[src/rtl/priority_arbiter_pkg.sv]
`default_nettype none
// ============================================================================
// Module   : priority_arbiter_pkg
// Purpose  : Shared mode constants, FSM state encoding and width helper for
//            the priority arbiter.
// Revision : 1.0 - initial release
// ============================================================================
package priority_arbiter_pkg;

  localparam logic MODE_FIXED = 1'b0;
  localparam logic MODE_RR    = 1'b1;

  typedef enum logic [0:0] {
    IDLE  = 1'b0,
    GRANT = 1'b1
  } state_t;

  // Index width with a floor of one bit so a single channel still has a port.
  function automatic int idx_width(input int n);
    return (n > 1) ? $clog2(n) : 1;
  endfunction

endpackage : priority_arbiter_pkg
`default_nettype wire

[src/rtl/priority_arbiter_if.sv]
`default_nettype none
// ============================================================================
// Module   : priority_arbiter_if
// Purpose  : Request/grant bundle between requesters, the arbiter and the
//            shared consumer.
// Revision : 1.0 - initial release
// ============================================================================
interface priority_arbiter_if
  import priority_arbiter_pkg::*;
#(
  parameter int CHANNELS = 8
);
  localparam int IDX_W = idx_width(CHANNELS);

  logic                enable;
  logic                mode;
  logic [CHANNELS-1:0] req;
  logic                grant_valid;
  logic [IDX_W-1:0]    grant_idx;
  logic [CHANNELS-1:0] grant_onehot;
  logic                grant_ready;

  // Arbiter side
  modport slave (
    input  enable, mode, req, grant_ready,
    output grant_valid, grant_idx, grant_onehot
  );

  // Requester / consumer side
  modport master (
    output enable, mode, req, grant_ready,
    input  grant_valid, grant_idx, grant_onehot
  );

endinterface : priority_arbiter_if
`default_nettype wire

[src/rtl/priority_arbiter_pick.sv]
`default_nettype none
// ============================================================================
// Module   : priority_pick
// Purpose  : Combinational winner search. Scans start-1, start-2, ... modulo
//            CHANNELS, ending at start; fixed mode forces start to zero so
//            the scan becomes highest-index-first.
// Revision : 1.0 - initial release
// ============================================================================
module priority_pick
  import priority_arbiter_pkg::*;
#(
  parameter int CHANNELS = 8,
  parameter int IDX_W    = idx_width(CHANNELS)
) (
  input  logic [CHANNELS-1:0] req,
  input  logic [IDX_W-1:0]    start,
  input  logic                mode,
  output logic                found,
  output logic [IDX_W-1:0]    idx
);

  // First set request in descending circular order from the start pointer
  always_comb begin
    int               start_i;
    int               pos;
    logic [IDX_W-1:0] pos_c;
    found   = 1'b0;
    idx     = '0;
    pos     = 0;
    pos_c   = '0;
    start_i = (mode == MODE_RR) ? int'(start) : 0;
    for (int k = 1; k <= CHANNELS; k++) begin
      // Wrap by CHANNELS, not by 2**IDX_W, so odd channel counts never
      // produce an out-of-range index.
      pos = start_i - k;
      if (pos < 0) pos = pos + CHANNELS;
      pos_c = IDX_W'(pos);
      if (!found && req[pos_c]) begin
        found = 1'b1;
        idx   = pos_c;
      end
    end
  end

endmodule : priority_pick
`default_nettype wire

[src/rtl/priority_arbiter.sv]
`default_nettype none
// ============================================================================
// Module   : priority_arbiter
// Purpose  : Registered N-channel arbiter, fixed-priority or round-robin,
//            presenting one grant at a time with a valid/ready handshake.
// Revision : 1.0 - initial release
// ============================================================================
module priority_arbiter
  import priority_arbiter_pkg::*;
#(
  parameter int CHANNELS = 8
) (
  input  logic              clk,
  input  logic              rst_n,
  priority_arbiter_if.slave bus
);

  localparam int IDX_W = idx_width(CHANNELS);

  state_t              r_state;
  state_t              w_state_next;
  logic                r_grant_valid;
  logic [IDX_W-1:0]    r_grant_idx;
  logic [CHANNELS-1:0] r_grant_onehot;
  logic [IDX_W-1:0]    r_rr_ptr;

  logic                w_accept;
  logic                w_decide;
  logic [IDX_W-1:0]    w_ptr_eff;
  logic                w_found;
  logic [IDX_W-1:0]    w_pick_idx;

  priority_pick #(
    .CHANNELS (CHANNELS),
    .IDX_W    (IDX_W)
  ) u_pick (
    .req   (bus.req),
    .start (w_ptr_eff),
    .mode  (bus.mode),
    .found (w_found),
    .idx   (w_pick_idx)
  );

  // Handshake decode, decision qualification and next-state selection
  always_comb begin
    w_accept     = r_grant_valid & bus.grant_ready;
    // On an accept cycle the pointer is being loaded with the accepted index;
    // searching from that value keeps back-to-back round-robin rotating
    // without a one-grant lag.
    w_ptr_eff    = w_accept ? r_grant_idx : r_rr_ptr;
    w_decide     = bus.enable & w_found & ((r_state == IDLE) | w_accept);
    w_state_next = r_state;
    if (w_decide) begin
      w_state_next = GRANT;
    end else if (w_accept) begin
      w_state_next = IDLE;
    end
  end

  // State, pointer and grant output registers
  always_ff @(posedge clk) begin
    if (!rst_n) begin
      r_state        <= IDLE;
      r_grant_valid  <= 1'b0;
      r_grant_idx    <= '0;
      r_grant_onehot <= '0;
      r_rr_ptr       <= '0;
    end else begin
      r_state <= w_state_next;
      if (w_accept) begin
        r_rr_ptr <= r_grant_idx;
      end
      if (w_decide) begin
        r_grant_valid  <= 1'b1;
        r_grant_idx    <= w_pick_idx;
        r_grant_onehot <= CHANNELS'(1) << w_pick_idx;
      end else if (w_accept) begin
        // Index is left at its last value; only valid and one-hot clear.
        r_grant_valid  <= 1'b0;
        r_grant_onehot <= '0;
      end
    end
  end

  assign bus.grant_valid  = r_grant_valid;
  assign bus.grant_idx    = r_grant_idx;
  assign bus.grant_onehot = r_grant_onehot;

endmodule : priority_arbiter
`default_nettype wire
[src/flat_wrapper.sv]
// flat-port wrapper written by rule: the top's interface ports become plain ports
module priority_arbiter_flat import priority_arbiter_pkg::*;
#(
  parameter int CHANNELS = 8
)
  (clk, rst_n, bus_enable, bus_mode, bus_req, bus_grant_ready, bus_grant_valid, bus_grant_idx, bus_grant_onehot);
  priority_arbiter_if #(.CHANNELS(CHANNELS)) bus_i ();
  input  logic clk;
  input  logic rst_n;
  input wire logic [$bits(bus_i.enable)-1:0] bus_enable;
  input wire logic [$bits(bus_i.mode)-1:0] bus_mode;
  input wire logic [$bits(bus_i.req)-1:0] bus_req;
  input wire logic [$bits(bus_i.grant_ready)-1:0] bus_grant_ready;
  output wire logic [$bits(bus_i.grant_valid)-1:0] bus_grant_valid;
  output wire logic [$bits(bus_i.grant_idx)-1:0] bus_grant_idx;
  output wire logic [$bits(bus_i.grant_onehot)-1:0] bus_grant_onehot;
  assign bus_i.enable = bus_enable;
  assign bus_i.mode = bus_mode;
  assign bus_i.req = bus_req;
  assign bus_i.grant_ready = bus_grant_ready;
  assign bus_grant_valid = bus_i.grant_valid;
  assign bus_grant_idx = bus_i.grant_idx;
  assign bus_grant_onehot = bus_i.grant_onehot;
  priority_arbiter #(.CHANNELS(CHANNELS)) u_core (.clk(clk), .rst_n(rst_n), .bus(bus_i));
endmodule
[config.mk]
export PLATFORM = sky130hd
export DESIGN_NAME = priority_arbiter_flat
export DESIGN_NICKNAME = d
export VERILOG_FILES = /design/src/rtl/priority_arbiter_pkg.sv /design/src/rtl/priority_arbiter_if.sv /design/src/rtl/priority_arbiter_pick.sv /design/src/rtl/priority_arbiter.sv /design/src/flat_wrapper.sv
export SDC_FILE = /design/constraint.sdc
export NUM_CORES = 1
export LEC_CHECK = 0
export ABC_AREA = 1
export ABC_CLOCK_PERIOD_IN_PS = 5400
export CAP_MARGIN = 30
export CORE_ASPECT_RATIO = 0.5
export CORE_MARGIN = 2
export CORE_UTILIZATION = 60
export DETAILED_ROUTE_END_ITERATION = 6
export PLACE_DENSITY = 0.93
export SLEW_MARGIN = 10
export SYNTH_ARGS = -nofsm -noshare
export SYNTH_HDL_FRONTEND = slang
export SYNTH_HIERARCHICAL = 1
export SYNTH_SLANG_ARGS = --single-unit
[constraint.sdc]
create_clock -name clk -period 5.4 [get_ports clk]
set_input_delay 0.81 -clock clk [delete_from_list [all_inputs] [get_ports clk]]
set_output_delay 0.81 -clock clk [all_outputs]
set_load 0.05 [all_outputs]
# Word level (Yosys, flattened, before mapping)

Cells that the tools add are included.

Register bits: 15
Input port bits: 13
Output and inout port bits: 12
Logic and storage cells: 103

$add $sub $neg: 16
Order comparisons: 16
Shift operators: 1
Multiplexer cells: 46
Bitwise gates (word level): 5
Reduce and logical (&&, ||, !) cells: 15

Operator list:

| cell                                                                         | count |
|---|---|
| 3-bit 2-to-1 mux                                                             | 18 |
| 3-bit by 4-bit less-than comparator with 1-bit output, second input constant | 8 |
| 4-bit by 1-bit less-than comparator with 1-bit output, second input constant | 7 |
| 3-bit by 1-bit adder with 3-bit output, second input constant                | 8 |
| 1-bit binary-select mux with 3-bit select                                    | 8 |
| 1-bit 2-to-1 mux                                                             | 18 |
| 8-bit 2-to-1 mux                                                             | 2 |
| 3-bit by 3-bit subtractor with 4-bit output, second input constant           | 4 |
| 1-bit by 3-bit left shift with 8-bit output, first input constant            | 1 |
| 3-bit by 2-bit subtractor with 4-bit output, second input constant           | 2 |
| 1-bit logical AND                                                            | 7 |
| 1-bit zero test                                                              | 7 |
| 5-bit by 1-bit less-than comparator with 1-bit output, second input constant | 1 |
| 3-bit by 4-bit subtractor with 5-bit output, second input constant           | 1 |
| 3-bit by 1-bit subtractor with 4-bit output, second input constant           | 1 |
| 1-bit bitwise AND                                                            | 3 |
| 2-bit nonzero test                                                           | 1 |
| 1-bit NOT                                                                    | 1 |
| 1-bit OR                                                                     | 1 |

# Longest topological paths before layout

Depth after elaboration: 33
Gate-level depth with buffers: 25
Depth with buffers taken out: 22

# Modules after synthesis

Netlist, hierarchy kept.

Modules (own cells, without submodules):

| module           | times used | cells an instance | area an instance (sq um) | sequential area each (sq um) |
|---|---|---|---|---|
| priority_pick    | 1          | 189               | 1131.1                   | 0.0 |
| priority_arbiter | 1          | 99                | 693.2                    | 300.3 |

# Least setup slack after synthesis

OpenSTA, ideal clock, no wires.

Kind: input to register
From: input port bus_grant_ready
To: register u_core.r_grant_onehot[7], in the netlist u_core/bus.grant_onehot[7]
Library setup time: 72 ps
Data arrival time: 3187 ps
Data required time: 5328 ps
Path slack: 2140 ps
Cell stages on the path: 25
Path buffers: 4
Cells stage by stage: nand2_2 buf_6 nand2_2 o21ai_2 inv_1 buf_6 nand2_8 buf_6 ha_1 inv_1 nand2_1 nand2_1 nand2_1 nand2_2 nand3_2 nor2_4 nand4_1 nor2_1 nor2_1 nand2_1 buf_2 inv_1 nor2_1 nand2_1 a21oi_1

Elaborated cells between the ends (all ways): 87
Those cells by class: add/sub: 16; order compare: 8; shift: 1; mux: 43; bitwise: 4; reduce/logical: 15

RTL lines:

| element                                                                                                         | RTL line                    | source |
|---|---|---|
| start: declaration                                                                                              | flat_wrapper.sv:13          | `input wire logic [$bits(bus_i.grant_ready)-1:0] bus_grant_ready;` |
| 1-bit bitwise AND (*)                                                                                           | priority_arbiter.sv:46      | `w_accept = r_grant_valid & bus.grant_ready;` |
| 3-bit 2-to-1 mux (*)                                                                                            | priority_arbiter.sv:50      | `w_ptr_eff = w_accept ? r_grant_idx : r_rr_ptr;` |
| via u_core.w_ptr_eff[0]                                                                                         | priority_arbiter.sv:29      | `logic [IDX_W-1:0] w_ptr_eff;` |
| 3-bit 2-to-1 mux (*)                                                                                            | priority_arbiter_pick.sv:31 | `start_i = (mode == MODE_RR) ? int'(start) : 0;` |
| 3-bit by 1-bit subtractor with 4-bit output                                                                     | priority_arbiter_pick.sv:35 | `pos = start_i - k;` |
| 4-bit by 1-bit less-than comparator with 1-bit output or 3-bit by 1-bit adder with 3-bit output (tied branches) | priority_arbiter_pick.sv:36 | `if (pos < 0) pos = pos + CHANNELS;` |
| 3-bit 2-to-1 mux                                                                                                | priority_arbiter_pick.sv:36 |  |
| 1-bit binary-select mux with 3-bit select                                                                       | priority_arbiter_pick.sv:38 | `if (!found && req[pos_c]) begin` |
| [18 not listed]                                                                                                 | -                           |  |
| 1-bit logical AND                                                                                               | priority_arbiter_pick.sv:38 |  |
| 1-bit 2-to-1 mux                                                                                                | priority_arbiter_pick.sv:38 |  |
| 1-bit zero test                                                                                                 | priority_arbiter_pick.sv:38 |  |
| 1-bit logical AND                                                                                               | priority_arbiter_pick.sv:38 |  |
| 3-bit 2-to-1 mux (*)                                                                                            | priority_arbiter_pick.sv:38 |  |
| via u_core.w_pick_idx[2]                                                                                        | priority_arbiter.sv:31      | `logic [IDX_W-1:0] w_pick_idx;` |
| 1-bit by 3-bit left shift with 8-bit output (*)                                                                 | priority_arbiter.sv:76      | `r_grant_onehot <= CHANNELS'(1) << w_pick_idx;` |
| 8-bit 2-to-1 mux (*)                                                                                            | priority_arbiter.sv:73      | `if (w_decide) begin` |
| end signal: assignment                                                                                          | priority_arbiter.sv:76      |  |
| end: declaration                                                                                                | priority_arbiter.sv:24      | `logic [CHANNELS-1:0] r_grant_onehot;` |

The timed path passes the listed nets; every way through them passes the cells marked *. The select of a mux whose other input is x is not followed.
A chain may end at the register's enable or synchronous reset.

# Worst setup path after layout

From: input port bus_grant_ready
To: register u_core.r_grant_onehot[4], in the netlist u_core/bus.grant_onehot[4]

Same word-level chain as after synthesis.

==> insert_results.sql <==
INSERT INTO impl_metrics (metric_group, metric, value, unit) VALUES
('final_layout', 'drive_gt1_share', '21.22', '%'),
('status', 'status', 'complete, no violations', ''),
('placed_design', 'dp_hpwl', '3.566', 'mm'),
('synth', 'ys_dominant_reg_cell', 'sky130_fd_sc_hd__dfxtp_1', ''),
('setup_path', 'critical_path.top_delay_family', 'simple AND/OR/NAND/NOR gates', ''),
('hold_path', 'timing.hold.worst.class', 'reg2reg', ''),
('clock_network', 'cts_inserted_buffers', '3', ''),
('placed_design', 'preCtsSetupSlack', '1.268', 'ns'),
('global_route', 'grt_pass1_wl', '7.458', 'mm'),
('global_route', 'grt_pass1_vias', '1762', ''),
('setup_path', 'critPathCaptureType', 'register', ''),
('setup_path', 'worstSetupStartpoint', 'bus_grant_ready', ''),
('timing', 'clock.fmax', '251.5', 'MHz'),
('timing', 'timing.clock.skew', '0.004096', 'ns'),
('route', 'drt-initial-drc-count', '122', ''),
('setup_path', 'regToRegStartpoint', 'u_core/bus.grant_valid', ''),
('setup_path', 'crit_path_start_kind', 'input port', ''),
('final_layout', 'fillCellCount', '232', ''),
('floorplan', 'dieHeight', '42.99', 'um'),
('synth', 'most_frequent_cell_after_synthesis', 'sky130_fd_sc_hd__nand2_1', ''),
('synth', 'fraction_of_synthesis_flops_using_an_asynchronous_set_or_reset_pin', '0', '%'),
('clock_network', 'clock_slew_seen_by_the_registers_of_the_worst_setup_and_hold_paths', '0.06', 'ns'),
('synth', 'yosys.cell_types.count', '30', ''),
('synth', 'mappedNetlistArea', '1824', 'um2'),
('timing', 'timing.final.hold_violations', '0', ''),
('clock_network', 'cts-resized-gates', '0', ''),
('clock_network', 'cts_hold_buf', '0', ''),
('clock_network', 'cts_tree', 'done', ''),
('final_layout', 'flow.area_growth_from_synthesis', '15.02', '%'),
('setup_path', 'critical_path_peak_fanout', '19', ''),
('floorplan', 'io_pins', '25', ''),
('setup_path', 'critPathMostFrequentCell', 'sky130_fd_sc_hd__nand2_1', ''),
('timing', 'finalSetupTns', '0', 'ns'),
('floorplan', 'area_of_the_die', '3524', 'um2'),
('global_route', 'grt_max_degree', '20', ''),
('setup_path', 'cp_cell_sequence', 'clkdlybuf4s50_1 > nand2_2 > nand2_2 > o21ai_2 > inv_1 > buf_4 > nand2_8 > ha_1 > inv_1 > nand2_1 > nand2_1 > nand2_1 > nand2_2 > nand3_2 > nor2_4 > nand4_1 > nor2_1 > nor2_1 > nand2_1 > inv_1 > nor2_1 > nand2_1 > a21oi_1', ''),
('floorplan', 'initial_utilization', '61.99', '%'),
('synth', 'synth.yosys.seq_area_share', '16.46', '%'),
('setup_path', 'critPathCapture', 'u_core/bus.grant_onehot[4]', ''),
('route', 'dr_total_vias', '1930', ''),
('setup_path', 'critical_path_class', 'in2reg', ''),
('route', 'avgRoutedWirePerCell', '12.92', 'um'),
('setup_path', 'crit_slowest_cell', 'sky130_fd_sc_hd__clkdlybuf4s50_1', ''),
('route', 'wl', '4.535', 'mm'),
('synth', 'yosysWarnings', '6', ''),
('clock_network', 'cts-root-to-sink-buffers', '2', ''),
('clock_network', 'cts_root_buffer', 'sky130_fd_sc_hd__clkbuf_8', ''),
('clock_network', 'worst_skew_pair.late_latency', '0.25', 'ns'),
('run', 'max_cap_viol_count', '0', ''),
('floorplan', 'std_cell_rows', '14', ''),
('setup_path', 'worst-endpoint-arrival', '4.15', 'ns'),
('floorplan', 'die_x', '81.98', 'um'),
('clock_network', 'cts_htree_levels', '1', ''),
('timing', 'setup-violations-final', '0', ''),
('timing', 'final_period_minus_worst_setup_slack', '3.976', 'ns'),
('clock_network', 'cts.sinks', '15', ''),
('setup_path', 'r2r.worst_path.cells', '22', ''),
('synth', 'synth_top_cells_by_count', 'sky130_fd_sc_hd__nand2_1 (72), sky130_fd_sc_hd__nand3_1 (55), sky130_fd_sc_hd__nor2_1 (32)', ''),
('synth', 'synth_enable_flop_cells', '0', ''),
('placed_design', 'final_gp_congestion', '1.019', ''),
('synth', 'yosys.area.top_type_share', '16.46', '%'),
('final_layout', 'antenna-diode-count', '0', ''),
('placed_design', 'port-buffer-count', '24', ''),
('setup_path', 'critical_path_depth', '23', ''),
('setup_path', 'critical_path.n_buffers_inverters', '5', ''),
('route', 'route.detailed.vias_per_inst', '5.499', ''),
('timing', 'final-max-slew-violation-count', '0', ''),
('floorplan', 'design.core.area', '2943', 'um2'),
('timing', 'rsz0062_at_grt', 'no', ''),
('synth', 'postSynthAreaPerCell', '6.334', 'um2'),
('setup_path', 'cp_slowest_stage_delay', '0.50', 'ns');
[area by class of cell]
cell class              count  area [um2]  area share [%]
well taps                  40       50.05           2.385
repair buffers             26       255.2           12.16
flip-flops and latches     15       300.3           14.31
inverters                  36       145.1           6.917
multi-input cells         230        1303           62.08
clock buffers               4       45.04           2.147
[worst min-delay path: cells and delay by family (launching register included)]
| kind | cells | cell delay (ns) |
|---|---|---|
| simple gates | 1 | 0.07 |
| compound gates | 1 | 0.06 |
| flops | 1 | 0.31 |
[report_power, final]
group | total, uW | internal, uW | switching, uW
Sequential | 127 | 120 | 6.47
Clock | 90.4 | 52.2 | 38.2
Combinational | 287 | 91.0 | 196
[how the worst min path moves through the flow]
stage | to | cells after the start | from | slack (ns)
finish | u_core/bus.grant_onehot[2] | 2 | u_core/bus.grant_onehot[2] | 0.49
global route | u_core/bus.grant_onehot[7] | 2 | u_core/bus.grant_onehot[7] | 0.52
global placement | u_core/bus.grant_onehot[2] | 2 | u_core/bus.grant_onehot[2] | 0.48
CTS | u_core/bus.grant_onehot[2] | 2 | u_core/bus.grant_onehot[2] | 0.49
detailed placement | u_core/bus.grant_onehot[2] | 2 | u_core/bus.grant_onehot[2] | 0.48
floorplan | u_core/r_rr_ptr[1] | 4 | u_core/r_rr_ptr[1] | 0.50
[flip-flops by register name, summed over array words and instances, names as in the netlist]
name	count
u_core/bus.grant_valid	1
u_core/bus.grant_onehot	8
u_core/r_rr_ptr	3
u_core/bus.grant_idx	3
[logic make-up (layout without fill, tap and decap cells)]
logic type                 count (synthesis)  after routing  share of synthesized area, %
xor gates and xnor gates                   2              2                         1.784
and+or+nand+nor                          210            210                         61.93
DFF                                       15             15                         16.46
buffers and inverters                     43             66                         12.14
adders and majority gates                  1              1                        0.6858
AOI/OAI and AO/OA                         17             17                         6.996
[per-layer routing]
| metal | part of all wire (%) | global-route usage, % |
|---|---|---|
| met4 | 1.3 | 9.667 |
| met3 | 5.9 | 3.404 |
| met2 | 49 | 47.32 |
| met5 | 0 | 0 |
| met1 | 44 | 33.85 |
[placed cells by master (no fill, tap or decap)]
cell type,synthesis,layout
sky130_fd_sc_hd__clkinv_4,1,1
sky130_fd_sc_hd__clkbuf_1,0,1
sky130_fd_sc_hd__o21ai_2,4,4
sky130_fd_sc_hd__nand2_4,8,8
sky130_fd_sc_hd__nor2_2,1,1
sky130_fd_sc_hd__a21oi_4,1,1
sky130_fd_sc_hd__inv_1,30,30
sky130_fd_sc_hd__a21oi_1,7,7
sky130_fd_sc_hd__nor3_2,1,1
sky130_fd_sc_hd__dfxtp_1,15,15
sky130_fd_sc_hd__nand4_1,3,3
sky130_fd_sc_hd__clkinv_1,1,1
sky130_fd_sc_hd__inv_2,3,3
sky130_fd_sc_hd__ha_1,1,1
sky130_fd_sc_hd__nand2_8,1,1
sky130_fd_sc_hd__nand3_2,8,8
sky130_fd_sc_hd__o21ai_0,4,4
sky130_fd_sc_hd__nor2_1,32,32
sky130_fd_sc_hd__a31oi_4,1,1
sky130_fd_sc_hd__buf_4,0,2
sky130_fd_sc_hd__xor2_2,1,1
sky130_fd_sc_hd__nand3_1,55,55
sky130_fd_sc_hd__inv_6,1,1
sky130_fd_sc_hd__clkbuf_8,0,3
sky130_fd_sc_hd__xnor2_2,1,1
sky130_fd_sc_hd__nand2_1,72,72
sky130_fd_sc_hd__nand3_4,2,2
sky130_fd_sc_hd__nand4_4,1,1
sky130_fd_sc_hd__nand2_2,22,22
sky130_fd_sc_hd__nor2_4,4,4
sky130_fd_sc_hd__clkdlybuf4s50_1,0,24
[stage by stage]
stage	area, um2	hold WS [ns]	utilization, %	power (uW)
2_1_floorplan	1824	0.4998	-	349.9
4_1_cts	2098	0.4896	71.30	500.7
3_3_place_gp	2053	0.4762	69.77	398.3
5_1_grt	2098	0.5184	71.30	534.1
6_report	2098	0.4884	71.30	504.2
3_5_place_dp	2053	0.4807	69.77	408.8
Note: power is estimated with default switching activity, not from simulation.
